[src/rtl/btb_pkg.sv]
// Shared constants, types and helper functions for the branch target buffer.
// Defaults here are the standard build point (32-bit PC, 16 entries, 2-bit counters).
// Counter helpers are functions so that modules with non-default CTR_W can reuse them.
package btb_pkg;

   localparam int BTB_XLEN  = 32;
   localparam int BTB_DEPTH = 16;
   localparam int BTB_CTR_W = 2;

   localparam int BTB_IDX_W = $clog2(BTB_DEPTH);
   localparam int BTB_TAG_W = BTB_XLEN - BTB_IDX_W - 2;

   typedef logic [BTB_CTR_W-1:0] btb_ctr_t;

   typedef struct packed {
      logic                 valid;
      logic [BTB_TAG_W-1:0] tag;
      logic [BTB_XLEN-1:0]  target;
      btb_ctr_t             ctr;
   } btb_entry_t;

   // Saturation ceiling of a w-bit counter: 2^w - 1.
   function automatic longint unsigned ctr_max(int unsigned w);
      return (64'd1 << w) - 64'd1;
   endfunction

   // Weakly-taken value of a w-bit counter: MSB set, all other bits clear.
   function automatic longint unsigned ctr_weak_taken(int unsigned w);
      return 64'd1 << (w - 1);
   endfunction

   localparam btb_ctr_t CTR_MAX        = BTB_CTR_W'(ctr_max(BTB_CTR_W));
   localparam btb_ctr_t CTR_WEAK_TAKEN = BTB_CTR_W'(ctr_weak_taken(BTB_CTR_W));

endpackage

[src/rtl/btb_sat_counter.sv]
// Purpose: next value of a CTR_W-bit saturating predictor counter given the resolved outcome.
// Latency: combinational. Backpressure: none.
// Ports: ctr_i current count, taken_i outcome (1 = count up), ctr_o next count.
module btb_sat_counter
   import btb_pkg::*;
#(
   parameter int CTR_W = BTB_CTR_W
)(
   input  logic [CTR_W-1:0] ctr_i,
   input  logic             taken_i,
   output logic [CTR_W-1:0] ctr_o
);

   localparam logic [CTR_W-1:0] MAX = CTR_W'(ctr_max(CTR_W));

   always_comb begin
      ctr_o = ctr_i;
      if (taken_i) begin
         if (ctr_i != MAX) ctr_o = ctr_i + 1'b1;
      end else begin
         if (ctr_i != '0) ctr_o = ctr_i - 1'b1;
      end
   end

endmodule

[src/rtl/branch_target_buffer.sv]
// Purpose: direct-mapped branch target buffer; fetch looks up by PC, execute writes back resolved branches.
// Latency: lookup response (resp_valid/hit/pred_taken/pred_target) registered, one cycle after btb_lookup_en.
// Backpressure: none; a lookup and an update may be accepted every cycle.
// Ports: btb_clk/btb_rst_n (sync, active-low); btb_lookup_en/pc in, btb_resp_valid/hit/pred_taken/pred_target out;
//        btb_update_en/pc/branch_taken/branch_target in. Define BTB_PERF_EN to add 32-bit
//        btb_perf_lookups/hits/mispredicts outputs.
module branch_target_buffer
   import btb_pkg::*;
#(
   parameter int XLEN  = BTB_XLEN,
   parameter int DEPTH = BTB_DEPTH,
   parameter int CTR_W = BTB_CTR_W
)(
   input  logic            btb_clk,
   input  logic            btb_rst_n,
   input  logic            btb_lookup_en,
   input  logic [XLEN-1:0] btb_lookup_pc,
   output logic            btb_resp_valid,
   output logic            btb_hit,
   output logic            btb_pred_taken,
   output logic [XLEN-1:0] btb_pred_target,
`ifdef BTB_PERF_EN
   output logic [31:0]     btb_perf_lookups,
   output logic [31:0]     btb_perf_hits,
   output logic [31:0]     btb_perf_mispredicts,
`endif
   input  logic            btb_update_en,
   input  logic [XLEN-1:0] btb_update_pc,
   input  logic            btb_branch_taken,
   input  logic [XLEN-1:0] btb_branch_target
);

   localparam int IDX_W = $clog2(DEPTH);
   localparam int TAG_W = XLEN - IDX_W - 2;
   localparam logic [CTR_W-1:0] CTR_INIT = CTR_W'(ctr_weak_taken(CTR_W));

   typedef struct packed {
      logic             valid;
      logic [TAG_W-1:0] tag;
      logic [XLEN-1:0]  target;
      logic [CTR_W-1:0] ctr;
   } entry_t;

   entry_t entry_q [DEPTH];

   // Instructions are word aligned; the low PC bits carry no information.
   logic unused_pc_bits;
   assign unused_pc_bits = ^{btb_lookup_pc[1:0], btb_update_pc[1:0]};

   // ---------------- lookup path ----------------
   logic [IDX_W-1:0] lu_idx;
   logic [TAG_W-1:0] lu_tag;
   logic             lu_hit;

   assign lu_idx = btb_lookup_pc[IDX_W+1:2];
   assign lu_tag = btb_lookup_pc[XLEN-1:IDX_W+2];
   // Reads entry_q before this edge's write, so a same-cycle update is not visible.
   assign lu_hit = btb_lookup_en && entry_q[lu_idx].valid && (entry_q[lu_idx].tag == lu_tag);

   logic            resp_valid_q, resp_valid_d;
   logic            hit_q, hit_d;
   logic            taken_q, taken_d;
   logic [XLEN-1:0] target_q, target_d;

   always_comb begin
      resp_valid_d = btb_lookup_en;
      hit_d        = lu_hit;
      taken_d      = lu_hit && entry_q[lu_idx].ctr[CTR_W-1];
      target_d     = lu_hit ? entry_q[lu_idx].target : '0;
   end

   always_ff @(posedge btb_clk) begin
      if (!btb_rst_n) begin
         resp_valid_q <= 1'b0;
         hit_q        <= 1'b0;
         taken_q      <= 1'b0;
         target_q     <= '0;
      end else begin
         resp_valid_q <= resp_valid_d;
         hit_q        <= hit_d;
         taken_q      <= taken_d;
         target_q     <= target_d;
      end
   end

   assign btb_resp_valid  = resp_valid_q;
   assign btb_hit         = hit_q;
   assign btb_pred_taken  = taken_q;
   assign btb_pred_target = target_q;

   // ---------------- update path ----------------
   logic [IDX_W-1:0] up_idx;
   logic [TAG_W-1:0] up_tag;
   logic             up_hit;
   logic [CTR_W-1:0] up_ctr_next;
   logic             upd_we;
   entry_t           upd_entry_d;

   assign up_idx = btb_update_pc[IDX_W+1:2];
   assign up_tag = btb_update_pc[XLEN-1:IDX_W+2];
   assign up_hit = entry_q[up_idx].valid && (entry_q[up_idx].tag == up_tag);

   btb_sat_counter #(.CTR_W(CTR_W)) u_sat_counter (
      .ctr_i   (entry_q[up_idx].ctr),
      .taken_i (btb_branch_taken),
      .ctr_o   (up_ctr_next)
   );

   always_comb begin
      upd_we      = 1'b0;
      upd_entry_d = entry_q[up_idx];
      if (btb_update_en) begin
         if (up_hit) begin
            upd_we          = 1'b1;
            upd_entry_d.ctr = up_ctr_next;
            if (btb_branch_taken) upd_entry_d.target = btb_branch_target;
         end else if (btb_branch_taken) begin
            // Miss on a taken branch evicts whatever aliased into this slot.
            upd_we             = 1'b1;
            upd_entry_d.valid  = 1'b1;
            upd_entry_d.tag    = up_tag;
            upd_entry_d.target = btb_branch_target;
            upd_entry_d.ctr    = CTR_INIT;
         end
      end
   end

   // Only valid bits are reset; tag/target/ctr are qualified by valid.
   always_ff @(posedge btb_clk) begin
      if (!btb_rst_n) begin
         for (int i = 0; i < DEPTH; i++) entry_q[i].valid <= 1'b0;
      end else if (upd_we) begin
         entry_q[up_idx] <= upd_entry_d;
      end
   end

`ifdef BTB_PERF_EN
   // ---------------- performance counters ----------------
   logic            pred_dir;
   logic [XLEN-1:0] pred_tgt;
   logic            mispredict;
   logic [31:0]     perf_lookups_q, perf_lookups_d;
   logic [31:0]     perf_hits_q, perf_hits_d;
   logic [31:0]     perf_mispred_q, perf_mispred_d;

   // What the buffer would have predicted for the branch being resolved.
   assign pred_dir   = up_hit && entry_q[up_idx].ctr[CTR_W-1];
   assign pred_tgt   = up_hit ? entry_q[up_idx].target : '0;
   assign mispredict = btb_update_en &&
                       ((pred_dir != btb_branch_taken) ||
                        (btb_branch_taken && (pred_tgt != btb_branch_target)));

   always_comb begin
      perf_lookups_d = perf_lookups_q + {31'd0, resp_valid_q};
      perf_hits_d    = perf_hits_q + {31'd0, resp_valid_q && hit_q};
      perf_mispred_d = perf_mispred_q + {31'd0, mispredict};
   end

   always_ff @(posedge btb_clk) begin
      if (!btb_rst_n) begin
         perf_lookups_q <= '0;
         perf_hits_q    <= '0;
         perf_mispred_q <= '0;
      end else begin
         perf_lookups_q <= perf_lookups_d;
         perf_hits_q    <= perf_hits_d;
         perf_mispred_q <= perf_mispred_d;
      end
   end

   assign btb_perf_lookups     = perf_lookups_q;
   assign btb_perf_hits        = perf_hits_q;
   assign btb_perf_mispredicts = perf_mispred_q;
`endif

endmodule
[config.mk]
export PLATFORM = sky130hd
export DESIGN_NAME = branch_target_buffer
export DESIGN_NICKNAME = d
export VERILOG_FILES = /design/src/rtl/btb_pkg.sv /design/src/rtl/btb_sat_counter.sv /design/src/rtl/branch_target_buffer.sv
export SDC_FILE = /design/constraint.sdc
export NUM_CORES = 1
export LEC_CHECK = 0
export CELL_PAD_IN_SITES_DETAIL_PLACEMENT = 0
export CELL_PAD_IN_SITES_GLOBAL_PLACEMENT = 1
export CORE_MARGIN = 4
export CORE_UTILIZATION = 55
export CTS_CLUSTER_DIAMETER = 80
export DETAILED_ROUTE_END_ITERATION = 7
export GPL_TIMING_DRIVEN = 0
export PLACE_DENSITY_LB_ADDON = 0.25
export SLEW_MARGIN = 20
export SYNTH_ARGS = -nofsm -noshare
export SYNTH_HDL_FRONTEND = slang
export SYNTH_SLANG_ARGS = --single-unit
[constraint.sdc]
create_clock -name btb_clk -period 23.3 [get_ports btb_clk]
set_input_delay 6.99 -clock btb_clk [delete_from_list [all_inputs] [get_ports btb_clk]]
set_output_delay 6.99 -clock btb_clk [all_outputs]
set_load 0.1 [all_outputs]
* Yosys cells after proc, flatten, opt, wreduce, memory -nomap -nowiden
Memory sizes are Yosys's and may differ from the RTL's.
Index checks and enable logic that the tools add are counted.
** Operators by class
- Add/sub/neg operators :: 2
- Equality and inequality tests :: 3
- Multiplexer cells :: 18
- Reduce and logical (&&, ||, !) cells :: 7
** Operator list (number)
- 2-to-1 mux 61 bit :: 3
- OR reduction 61 bit :: 1
- equality test 26 bit :: 2
- 2-to-1 mux 34 bit :: 1
- 2-to-1 mux 32 bit :: 1
- 2-to-1 mux 27 bit :: 1
- 2-to-1 mux 2 bit :: 4
- 2-to-1 mux 1 bit :: 7
- logical AND 1 bit :: 4
- 2-to-1 mux 4 bit :: 1
- adder 2 x 1 -> 2 bit (second input constant) :: 1
- != test 2 bit (second input constant) :: 1
- AND reduction 2 bit :: 1
- nonzero test 2 bit :: 1
- subtractor 2 x 1 -> 2 bit (second input constant) :: 1
** Storage, ports and cells
- Bits in registers :: 35
- Memory bits (writable) :: 976
- Input port bits :: 101
- Memories :: 1
** Memories
- entry_q :: depth 16, width 61, read ports 2, clocked after memory_dff 0, write ports 16, RTL line branch_target_buffer.sv:44 : entry_t entry_q [DEPTH];

* Depth between registers and ports, before layout
An unclocked memory read counts as a cell.
- Depth in word-level cells :: 10
- Gate-level depth with buffers :: 14

* Hierarchy
A second synthesis with hierarchy kept.
** Unflattened totals
- Cells, all modules :: 2292
- Area total of the unflattened synthesis :: 47377.9 µm²
** By module, submodules not included
- branch_target_buffer :: instances 1, cells each 2289, area an instance 47351.7 µm², seq. area each 29848.6 µm²
- btb_sat_counter :: instances 1, cells each 3, area an instance 26.3 µm², seq. area each 0.0 µm²

* Worst setup path after synthesis
No wires, ideal clock.
- Path kind :: input to register
- From :: input btb_update_pc[5]
- To :: memory entry_q[0][0] (netlist name), enable pin
- Data arrival time :: 12.391 ns
- Data required time :: 22.786 ns
- Setup slack :: 10.395 ns
- Stages :: 10
- Buffers on the path :: 2
- Path through :: buf_4 > clkbuf_1 > mux4_2 > mux2i_1 > xnor2_1 > o41ai_1 > o21ai_1 > nor4b_2 > a41o_2 > nor4b_2
** RTL lines
- from (decl) :: RTL line branch_target_buffer.sv:28 : input logic [XLEN-1:0] btb_update_pc,
- to (decl) :: RTL line branch_target_buffer.sv:44

==> flow_metrics.env <==
export IMPL_outcome="finished, final reports clean"
export IMPL_clk_latency_ns=0.69
export IMPL_h_tree_depth=3
export IMPL_power_density_nw_per_um2=74.9
export IMPL_synth_top_family_by_area="multiplexers"
export IMPL_power_mw=4.15
export IMPL_grt_pass1_vias=28700
export IMPL_nets=2686
export IMPL_drtIter0Drc=4366
export IMPL_dp_hpwl_mm=103
export IMPL_path_max_fanout=16
export IMPL_path_clk_slew_ns=0.06
export IMPL_slew_viol_final=0
export IMPL_ys_seq_area_share_pct=63.2
export IMPL_internal_power_mw=3.19
export IMPL_yosys_area_top_type="edfxtp_1"
export IMPL_antenna_found_initial=0
export IMPL_die_y_um=301
export IMPL_avgSynthCellArea_um2=20.9
export IMPL_tightestPinTransition_ns=1.28
export IMPL_antenna_cells=0
export IMPL_p_comb_share_pct=9.5
export IMPL_hold_viol=0
export IMPL_ioPinCount=136
export IMPL_std_cell_rows=107
export IMPL_ys_top_cells_by_area="edfxtp_1 61%, mux4_2 26%, dfxtp_1 2.2%, mux2i_1 1.8%, mux2_2 1.4%"
export IMPL_vdd_ir_drop_worst_mv=0.0746
export IMPL_firstDrtPassIters=7
export IMPL_holdBufCountCts=0
export IMPL_initial_core_util_pct=55.4
export IMPL_synth_simple_area_share_pct=1.86
export IMPL_vias=27900
export IMPL_yosysWarnings=0
export IMPL_cp_start_kind="primary input"
export IMPL_p_leak_nw=17.9
export IMPL_r2r_slack_ns=18.19
export IMPL_finalCritPeriodShare_pct=54.0
export IMPL_drive_above_1_share_pct=37.7
export IMPL_ant_nets=0
export IMPL_worst_slew_margin_rel_pct=14.9
export IMPL_critPathKind="primary input to register"
export IMPL_p_switching_mw=0.959
export IMPL_clock_skew_ns=0.0257
export IMPL_cts_buffer_depth=3
export IMPL_syn_nets=2359
export IMPL_rsz0062_at_grt="no"
export IMPL_hp_start="entry_q[5][60]"
export IMPL_yosysMostFrequentCell="edfxtp_1"
export IMPL_pwr_share_clk_pct=41.5
export IMPL_overflow=0
export IMPL_grt_first_pass_wirelength_mm=215
export IMPL_hold_path_class="register to register"
export IMPL_synth_cells=2258
export IMPL_period_minus_slack_ns=12.57
export IMPL_cts_sinks=1011
export IMPL_slowest_stage="mux2i_1"
export IMPL_finalNonFillerCells=3817
export IMPL_pwr_share_seq_pct=49.1
export IMPL_port_buffers=124
export IMPL_async_flop_share_pct=0
export IMPL_grt_max_degree=18
export IMPL_routed_via_density=7.31
export IMPL_finalWorstSetupSlack_ns=10.73
export IMPL_syn_area_um2=47200
export IMPL_critical_path_required_ns=23.61
export IMPL_startpoint="btb_update_pc[2]"
export IMPL_grt_use_total_pct=34.0
export IMPL_max_cap_viol_count=0
export IMPL_critical_path_n_buffers_inverters=5
export IMPL_cp_arrival_ns=12.89
export IMPL_place_ws_ns=10.39
export IMPL_worstReg2RegStart="entry_q[0][48]"
export IMPL_post_cts_buffers=0
export IMPL_wl_per_cell_um=39.7
export IMPL_switching_share_pct=23.1
export IMPL_synth_seq_cells=1011
export IMPL_synth_top_area_share_pct=61.1
export IMPL_synth_compound_area_share_pct=1.96
export IMPL_cts_inserted_buffers=102
export IMPL_area_growth_pct=17.4
export IMPL_ys_flop_type="edfxtp_1"
export IMPL_die_x_um=301
export IMPL_cts_tree="done"
export IMPL_drc_errors=0
export IMPL_cpLargestDelayFamily="simple AND/OR/NAND/NOR gates"
export IMPL_synth_distinct_cells=64
export IMPL_synth_xor_area_share_pct=1.04
export IMPL_end_kind="register"
export IMPL_crit_path_cell_trace="clkdlybuf4s50_1, buf_4, buf_6, buf_2, nor2b_1, a2bb2oi_1, nand2_1, xor2_1, nand4_1, a2111oi_2, nand4_1, nand3_2, buf_6, mux2i_1"
export IMPL_synth_adder_area_share_pct=0.0212
export IMPL_dp_cells=3625
export IMPL_globalplace_congestion=0.949
export IMPL_critical_path_max_stage_delay_ns=0.94
export IMPL_cts_root_buf="clkbuf_16"
export IMPL_post_cts_resized=0
export IMPL_timing_fmax_mhz=79.5
export IMPL_fin_setup_tns_ns=0
export IMPL_coreArea_um2=85100
export IMPL_routed_wl_mm=151
export IMPL_finalSetupViolCount=0
export IMPL_synth_edf_count=960
export IMPL_synthMuxAreaShare_pct=30.0
export IMPL_synth_common_cells="960 x edfxtp_1, 555 x mux4_2, 86 x mux2i_1"
export IMPL_fp_dieArea_um2=90600
worst register-to-register path: stages, from the launching register on:
cell and delay [ns]:
edfxtp_1 0.42, mux4_2 0.47, mux4_2 0.51, xnor2_1 0.51
o2111ai_1 0.26, nor4b_2 0.42, nand4_1 0.36, nand3_2 0.50
buf_6 0.34, mux2i_1 0.96
layer usage:
metal | part of all wire, % | global-route usage, % | vias to the layer above
met3 | 12 | 7.72 | 445
li1 | - | - | 10500
met4 | 5.3 | 14.6 | 0
met2 | 48 | 54.4 | 2323
met1 | 35 | 45.7 | 14600
met5 | 0 | 0 | -
path summary, 6_finish.rpt:
kind,endpoint,cells past startpoint
worst max-delay path,entry_q[2][49],14
worst min-delay path,entry_q[5][60],2
worst max register to register,entry_q[2][49],9
worst min register to register,entry_q[5][60],2
power groups by stage:
stage	Sequential, mW	Clock (mW)	Combinational [mW]
after floorplan	2.07	0	0.239
after global placement	2.08	0	0.369
after detailed placement	2.07	0	0.385
after CTS	2.04	1.73	0.386
after global routing	2.04	1.81	0.407
final	2.04	1.72	0.392
cell usage in the layout, fill, tap and decap left out, types with 8 or more instances in the layout:
| cell | Yosys | layout |
|---|---|---|
| nand3_1 | 8 | 8 |
| mux2_2 | 59 | 59 |
| and3_1 | 34 | 34 |
| clkbuf_16 | 0 | 104 |
| nor2b_1 | 9 | 9 |
| buf_6 | 11 | 45 |
| a21o_1 | 9 | 9 |
| bufinv_16 | 0 | 15 |
| nor2_1 | 25 | 13 |
| nand4_1 | 10 | 10 |
| clkinvlp_4 | 0 | 9 |
| buf_12 | 0 | 14 |
| clkbuf_1 | 69 | 77 |
| mux4_2 | 555 | 555 |
| mux2_1 | 10 | 10 |
| mux2i_1 | 86 | 78 |
| mux2i_2 | 0 | 8 |
| a22oi_1 | 13 | 13 |
| clkdlybuf4s50_1 | 0 | 124 |
| buf_8 | 0 | 8 |
| inv_1 | 20 | 20 |
| clkinv_2 | 0 | 23 |
| dfxtp_1 | 51 | 51 |
| nand2_1 | 50 | 50 |
| buf_4 | 12 | 20 |
| a22o_1 | 9 | 9 |
| buf_16 | 0 | 35 |
| buf_1 | 29 | 13 |
| buf_2 | 45 | 57 |
| a21oi_1 | 15 | 15 |
| clkbuf_2 | 0 | 14 |
| edfxtp_1 | 960 | 960 |
| o21ai_0 | 27 | 27 |
| nor2_4 | 0 | 11 |
| clkinv_1 | 0 | 11 |
| xnor2_1 | 48 | 48 |
| xor2_1 | 8 | 8 |
registers in the layout, summed over array words and instances (netlist names):
register         cells
btb_resp_valid       1
btb_pred_target     32
btb_pred_taken       1
btb_hit              1
entry_q            976
cells by family (layout without fill, tap and decap cells):
family                     Yosys count  count (layout)
adders and majority gates            1               1
AOI/OAI and AO/OA                  129             129
buffers and inverters              187             602
xor gates and xnor gates            56              56
muxes                              711             711
DFF                               1011            1011
and+or+nand+nor                    163             163
stage by stage:
stage	area (um^2)	hold slack, ns	utilization (%)
finish	55400	0.491	65.1
CTS	55400	0.494	65.0
global placement	49900	0.450	58.6
floorplan	47200	0.436	-
global route	55400	0.521	65.1
detailed placement	51800	0.481	60.9
layout make-up:
cell class              count  area (um^2)
repair buffers            223         3050
clock buffers             125         2710
multi-input cells        1060        16600
clock inverters            67          801
plain buffers             166          840
inverters                  21         81.3
flip-flops and latches   1011        29800
fillers                  5604        29800
well taps                1144         1430
Note: power is estimated with default switching activity, not from simulation.
